### config.mk
export PLATFORM = sky130hd
export DESIGN_NAME = frame_serializer_flat
export DESIGN_NICKNAME = d
export VERILOG_FILES = /design/src/rtl/frame_pkg.sv /design/src/rtl/frame_serializer_if.sv /design/src/rtl/piso_shift_reg.sv /design/src/rtl/frame_serializer.sv /design/src/flat_wrapper.sv
export SDC_FILE = /design/constraint.sdc
export NUM_CORES = 1
export LEC_CHECK = 0
export CAP_MARGIN = 20
export CORE_AREA = 2 2 74 76
export DETAILED_ROUTE_END_ITERATION = 6
export DIE_AREA = 0 0 76 78
export GPL_TIMING_DRIVEN = 0
export PLACE_DENSITY = 0.75
export SLEW_MARGIN = 20
export SYNTH_ARGS = -nofsm -noshare
export SYNTH_HDL_FRONTEND = slang
export SYNTH_SLANG_ARGS = --single-unit
### constraint.sdc
create_clock -name clk -period 1.5 [get_ports clk]
set_input_delay 0.3 -clock clk [delete_from_list [all_inputs] [get_ports clk]]
set_output_delay 0.3 -clock clk [all_outputs]
set_load 0.02 [all_outputs]
### src/rtl/frame_pkg.sv
// Shared definitions for the frame serializer: default field widths, the
// payload width derivation, FSM state encoding and serial line levels.
package frame_pkg;

  localparam int PORT_W_DEF = 2;
  localparam int LEN_W_DEF  = 4;

  // The length field can express 0..2**len_w-1, so that is the widest payload.
  function automatic int data_w(input int len_w);
    return (1 << len_w) - 1;
  endfunction

  localparam int DATA_W_DEF = data_w(LEN_W_DEF);

  typedef enum logic [2:0] {
    IDLE,
    START,
    PORT,
    LEN,
    DATA,
    GAP
  } state_t;

  localparam logic LINE_IDLE  = 1'b1;
  localparam logic LINE_START = 1'b0;

endpackage

### src/rtl/frame_serializer_if.sv
// Frame request channel between a producer and the serializer.
//   in_valid  producer -> serializer  request present
//   in_ready  serializer -> producer  serializer can take a request
//   in_port   producer -> serializer  destination port
//   in_len    producer -> serializer  number of payload bits
//   in_data   producer -> serializer  payload, right-aligned
interface frame_serializer_if #(
  parameter int PORT_W = frame_pkg::PORT_W_DEF,
  parameter int LEN_W  = frame_pkg::LEN_W_DEF,
  parameter int DATA_W = frame_pkg::data_w(LEN_W)
);

  logic              in_valid;
  logic              in_ready;
  logic [PORT_W-1:0] in_port;
  logic [LEN_W-1:0]  in_len;
  logic [DATA_W-1:0] in_data;

  modport master (
    output in_valid, in_port, in_len, in_data,
    input  in_ready
  );

  modport slave (
    input  in_valid, in_port, in_len, in_data,
    output in_ready
  );

endinterface

### src/rtl/piso_shift_reg.sv
// Parallel-in serial-out shift register, MSB first.
//   clk, rst  clock and asynchronous active-high reset
//   en        qualifies both load and shift
//   load      capture din (takes priority over shift)
//   shift     move contents one place towards the MSB
//   din       parallel load value
//   msb       current most significant bit
module piso_shift_reg #(
  parameter int WIDTH = 8
) (
  input  logic             clk,
  input  logic             rst,
  input  logic             en,
  input  logic             load,
  input  logic             shift,
  input  logic [WIDTH-1:0] din,
  output logic             msb
);

  logic [WIDTH-1:0] q;

  always_ff @(posedge clk or posedge rst) begin
    if (rst) begin
      q <= '0;
    end else if (en) begin
      if (load) begin
        q <= din;
      end else if (shift) begin
        q <= {q[WIDTH-2:0], 1'b0};
      end
    end
  end

  assign msb = q[WIDTH-1];

endmodule

### src/rtl/frame_serializer.sv
// Serializes one frame request onto an idle-high line as
// start bit, port field, length field, payload, all MSB first, advancing
// only on clk_en cycles.
//   clk, rst    clock and asynchronous active-high reset
//   clk_en      bit-rate enable
//   req         frame request channel (slave side)
//   ser_out     registered serial line
//   busy        high whenever not IDLE
//   frame_done  one-clk pulse after the last payload bit
//
// state | meaning
// IDLE  | line high, ready for a request
// START | start bit on the line
// PORT  | port field bits on the line
// LEN   | length field bits on the line
// DATA  | payload bits on the line
// GAP   | line high for MIN_IDLE bit periods before accepting again
module frame_serializer #(
  parameter int PORT_W   = frame_pkg::PORT_W_DEF,
  parameter int LEN_W    = frame_pkg::LEN_W_DEF,
  parameter int DATA_W   = frame_pkg::data_w(LEN_W),
  parameter int MIN_IDLE = 1
) (
  input  logic                clk,
  input  logic                rst,
  input  logic                clk_en,
  frame_serializer_if.slave   req,
  output logic                ser_out,
  output logic                busy,
  output logic                frame_done
);

  import frame_pkg::*;

  localparam int SR_W    = PORT_W + LEN_W + DATA_W;
  localparam int MAX_A   = (PORT_W > LEN_W) ? PORT_W : LEN_W;
  localparam int MAX_B   = (MAX_A > DATA_W) ? MAX_A : DATA_W;
  localparam int CNT_MAX = (MAX_B > MIN_IDLE) ? MAX_B : MIN_IDLE;
  localparam int CNT_W   = $clog2(CNT_MAX + 1);
  localparam logic [CNT_W-1:0] CNT_ONE = CNT_W'(1);

  state_t            state;
  logic [CNT_W-1:0]  cnt;
  logic [LEN_W-1:0]  len_q;
  logic [DATA_W-1:0] data_aligned;
  logic [SR_W-1:0]   sr_din;
  logic              sr_msb;
  logic              sr_shift;
  logic              xfer;

  assign req.in_ready = (state == IDLE);
  assign busy         = (state != IDLE);
  assign xfer         = clk_en & req.in_valid & req.in_ready;

  // Left-align the payload so its first bit sits directly behind the length field.
  assign data_aligned = req.in_data << (DATA_W - int'(req.in_len));
  assign sr_din       = {req.in_port, req.in_len, data_aligned};
  assign sr_shift     = (state != IDLE) && (state != GAP);

  piso_shift_reg #(
    .WIDTH(SR_W)
  ) u_sr (
    .clk  (clk),
    .rst  (rst),
    .en   (clk_en),
    .load (xfer),
    .shift(sr_shift),
    .din  (sr_din),
    .msb  (sr_msb)
  );

  // ser_out is loaded with the bit for the period that starts at this edge,
  // so each field's first bit is driven on the edge that enters it.
  always_ff @(posedge clk or posedge rst) begin
    if (rst) begin
      state      <= IDLE;
      cnt        <= '0;
      len_q      <= '0;
      ser_out    <= LINE_IDLE;
      frame_done <= 1'b0;
    end else begin
      frame_done <= 1'b0;
      if (clk_en) begin
        unique case (state)
          IDLE: begin
            if (req.in_valid) begin
              len_q <= req.in_len;
              // Zero-length requests are consumed without touching the line.
              if (req.in_len != '0) begin
                state   <= START;
                ser_out <= LINE_START;
              end
            end
          end
          START: begin
            state   <= PORT;
            cnt     <= CNT_W'(PORT_W);
            ser_out <= sr_msb;
          end
          PORT: begin
            ser_out <= sr_msb;
            if (cnt == CNT_ONE) begin
              state <= LEN;
              cnt   <= CNT_W'(LEN_W);
            end else begin
              cnt <= cnt - CNT_ONE;
            end
          end
          LEN: begin
            ser_out <= sr_msb;
            if (cnt == CNT_ONE) begin
              state <= DATA;
              cnt   <= CNT_W'(len_q);
            end else begin
              cnt <= cnt - CNT_ONE;
            end
          end
          DATA: begin
            if (cnt == CNT_ONE) begin
              state      <= GAP;
              cnt        <= CNT_W'(MIN_IDLE);
              ser_out    <= LINE_IDLE;
              frame_done <= 1'b1;
            end else begin
              ser_out <= sr_msb;
              cnt     <= cnt - CNT_ONE;
            end
          end
          GAP: begin
            // <= also covers MIN_IDLE of zero.
            if (cnt <= CNT_ONE) begin
              state <= IDLE;
              cnt   <= '0;
            end else begin
              cnt <= cnt - CNT_ONE;
            end
          end
          default: begin
            state   <= IDLE;
            ser_out <= LINE_IDLE;
          end
        endcase
      end
    end
  end

endmodule

### src/flat_wrapper.sv
// flat-port wrapper written by rule: the top's interface ports become plain ports
module frame_serializer_flat import frame_pkg::*;
#(
  parameter int PORT_W   = frame_pkg::PORT_W_DEF,
  parameter int LEN_W    = frame_pkg::LEN_W_DEF,
  parameter int DATA_W   = frame_pkg::data_w(LEN_W),
  parameter int MIN_IDLE = 1
)
  (clk, rst, clk_en, ser_out, busy, frame_done, req_in_valid, req_in_port, req_in_len, req_in_data, req_in_ready);
  frame_serializer_if #(.PORT_W(PORT_W), .LEN_W(LEN_W), .DATA_W(DATA_W)) req_i ();
  input  logic clk;
  input  logic rst;
  input  logic clk_en;
  output logic ser_out;
  output logic busy;
  output logic frame_done;
  input wire logic [$bits(req_i.in_valid)-1:0] req_in_valid;
  input wire logic [$bits(req_i.in_port)-1:0] req_in_port;
  input wire logic [$bits(req_i.in_len)-1:0] req_in_len;
  input wire logic [$bits(req_i.in_data)-1:0] req_in_data;
  output wire logic [$bits(req_i.in_ready)-1:0] req_in_ready;
  assign req_i.in_valid = req_in_valid;
  assign req_i.in_port = req_in_port;
  assign req_i.in_len = req_in_len;
  assign req_i.in_data = req_in_data;
  assign req_in_ready = req_i.in_ready;
  frame_serializer #(.PORT_W(PORT_W), .LEN_W(LEN_W), .DATA_W(DATA_W), .MIN_IDLE(MIN_IDLE)) u_core (.clk(clk), .rst(rst), .clk_en(clk_en), .req(req_i), .ser_out(ser_out), .busy(busy), .frame_done(frame_done));
endmodule
==> qor.csv <==
stage;metric;value;unit
critical_path;cp.arrival;1.82;ns
placement;dpl.hpwl;4819;µm
global_route;globalRoute.busiestLayer;met2;
floorplan;die_h;78;µm
critical_path;start_kind;flip-flop;
power;power;0.005914;W
synthesis;syn-num-nets;300;
synthesis;synth.top_cells.by_count;33 x dfrtp_1, 32 x a21oi_1, 32 x nand2_1, 12 x mux2i_1, 11 x inv_1;
critical_path;crit_family;compound AO/OA/AOI/OAI gates;
global_route;grtUsageMet2;0.4652;
final_layout;ff_latch_area;854.6;µm²
floorplan;start_util;0.5092;
cts;cts_tree;built;
global_route;grt_pass1_wl;12450;µm
cts;cts.hold.buffers_added;0;
synthesis;synth_largest_area_cell;dfrtp_1;
floorplan;ioPinCount;29;
critical_path;regToRegSetupSlack;-0.14;ns
synthesis;synth.top_cell.area_share;0.3216;
floorplan;die_x;76;µm
final_layout;drive_gt1_frac;0.4320;
floorplan;fp.coreArea;5042;µm²
timing;finalCritPeriodShare;1.093;
timing;worstMarginPinSlew;0.7402;ns
power;vdd_drop_max;0.6581;mV
global_route;grt_util_all_layers;0.2645;
synthesis;yosysUniqueCellTypes;62;
synthesis;synth-edff-count;0;
timing;slew_headroom;0.5058;
drt;num_vias;2541;
timing;setup_slack;-0.1399;ns
timing;drv_slew;0;
timing;skew;0.006451;ns
cts;path_clk_slew;0.07;ns
global_route;gr-usage-met1;0.3185;
power;p_per_area;1592;nW/µm²
synthesis;yosysSeqAreaShare;0.3319;
synthesis;yosys_warnings;0;
critical_path;slowest_delay;0.39;ns
run;maxCapViolCount;0;
floorplan;row_count;26;
drt;drt_iter0_markers;183;
final_layout;syn2layout_area_growth;44.69;%
floorplan;die-area;5928;µm²
synthesis;avgSynthCellArea;9.405;µm²
final_layout;diodes;0;
critical_path;path_class;reg2reg;
synthesis;syn_inst;273;
cts;cts_buffers;5;
placement;dp_slack;-0.5886;ns
cts;cts.sinks;34;
drt;drt-wirelength-per-cell;20.10;µm
critical_path;r2r-start;u_core.state[2];
run_status;status;finished, violations left;
critical_path;r2r_cells;6;
critical_path;path_max_fanout;6;
critical_path;path_common_cell;buf_6;
synthesis;yosys_most_used_dff;dfrtp_1;
critical_path;crit_buf_inv;2;
timing;max_freq;609.8;MHz
synthesis;synth.most_common_cell;dfrtp_1;
synthesis;synth_seq_cells;34;
drt;wl;8062;µm
cts;cts-root-buf;clkbuf_8;
synthesis;async_flop_share;1.000;
final_layout;fill_cells;346;
critical_path;cp-end-kind;flip-flop;
cts;clock_path_buffers;2;
timing;setup_viol;30;
global_route;antenna_found_initial;0;
timing;rsz0062_at_grt;true;
power;p_leak;1.527;nW
drt;drt-pass1-iter-count;4;
final_layout;multi_input_comb_area;1906;µm²
critical_path;path_cells;buf_6 -> buf_6 -> or3b_4 -> a21oi_2 -> o21ai_1 -> a211o_1;
placement;portBuffers;23;
min_path;hold_class;in2async;
timing;fin_crit;1.640;ns
timing;final-hold-violation-count;0;
critical_path;r2r-end;u_core.u_sr.q[14];
drt;drc;0;
drt;ant_nets;0;
final_layout;nets;358;
global_route;grt_overflow;0;
synthesis;synthTopCellsByArea;dfrtp_1 32%, mux4_2 8.8%, a21oi_1 6.2%, mux2i_1 4.7%, nand2_1 4.7%;
global_route;grt_pass1_vias;2578;
cts;clkLatencyLatePin;0.29;ns
synthesis;syn_area;2567;µm²
run_status;violations;setup timing;
global_route;grt_start_max_net_pins;35;
global_route;grt_util_met3;0.04535;
critical_path;crit_slowest_cell;dfrtp_1;
cts;ctsHtreeMaxLevel;2;
drt;via_per_inst;6.337;
timing;holdWs;0.4549;ns
placement;gp_congestion;0.8568;
critical_path;cp.required;1.68;ns
==> worst max-delay path by stage <==
stage,startpoint,endpoint,cells past startpoint
floorplan,u_core.state[0],u_core.u_sr.q[8],5
global placement,req_in_valid,u_core.u_sr.q[0],6
detailed placement,req_in_valid,u_core.u_sr.q[0],6
CTS,u_core.state[2],u_core.u_sr.q[14],6
global route,u_core.state[2],u_core.u_sr.q[14],6
finish,u_core.state[2],u_core.u_sr.q[14],6
==> cells in the final DEF, fill, tap and decap left out, drive strengths merged, types with 3 or more instances in the layout <==
cell type	instances
a22o	3
a2bb2oi	3
inv	12
o22ai	3
dlygate4sd2	14
clkdlybuf4s50	7
nand2	32
o2bb2ai	4
a31oi	8
and2	5
nand2b	7
and3	4
dfrtp	33
nor2	3
a21oi	32
nor3b	3
a22oi	3
nor3	7
nand3	8
a21o	3
mux2i	12
nor2b	3
buf	46
clkbuf	14
o21ai	10
mux4	13
o211ai	3
==> sequential cells by signal (all words and copies together) (netlist names) <==
signal	cells
u_core.frame_done	1
u_core.len_q	4
u_core.cnt	4
u_core.ser_out	1
u_core.state	3
u_core.u_sr.q	21
==> final cells by class <==
cell class,count,share of cell area
Sequential cell,34,0.2300
Timing Repair Buffer,51,0.1300
Multi-Input combinational cell,203,0.5130
Inverter,12,0.01415
Buffer,24,0.05894
Clock inverter,1,0.008084
Clock buffer,6,0.02223
Tap cell,70,0.02358
==> power by group <==
part           total, W  leakage [nW]  internal [W]  switching (W)
combinational   0.00334          1.08       0.00169        0.00165
clock          0.000880        0.0573      0.000532       0.000348
sequential      0.00170         0.393       0.00133       0.000370
total           0.00591          1.53       0.00355        0.00236
==> metal layers <==
metal	share of wire	wire length, µm	vias to the layer above
met3	0.051	408	24
met1	0.39	3125	1267
met2	0.53	4248	101
met5	0	0	-
li1	-	-	1149
met4	0.034	278	0
==> kinds of logic after synthesis <==
group | Yosys count | synth area share
AND/OR/NAND/NOR | 83 | 0.1798
adder cells (fa/ha/maj) | 2 | 0.009745
multiplexers | 27 | 0.1740
flip-flops | 34 | 0.3319
buffers and inverters | 36 | 0.07114
AO/OA/AOI/OAI | 91 | 0.2334
==> repair_timing <==
item                                    in CTS  in global routing
endpoints found under the setup margin      37                 36
resized for setup                           88                 57
buffers inserted                            17                  8
hold endpoints to repair                     0                  0
cloned                                       3                  0
pin swaps                                   21                 32
==> stage by stage <==
| step | TNS, ns | util | cell area (µm²) | std cells |
|---|---|---|---|---|
| floorplan | -0.5561 | - | 2634 | 273 |
| global placement | -25.43 | 0.5854 | 2952 | 366 |
| finish | -2.044 | 0.7367 | 3715 | 401 |
| global route | -3.768 | 0.7367 | 3715 | 401 |
| CTS | -1.028 | 0.6797 | 3427 | 393 |
| detailed placement | -13.93 | 0.5854 | 2952 | 366 |
No activity file was read; power rests on OpenSTA's default activity.
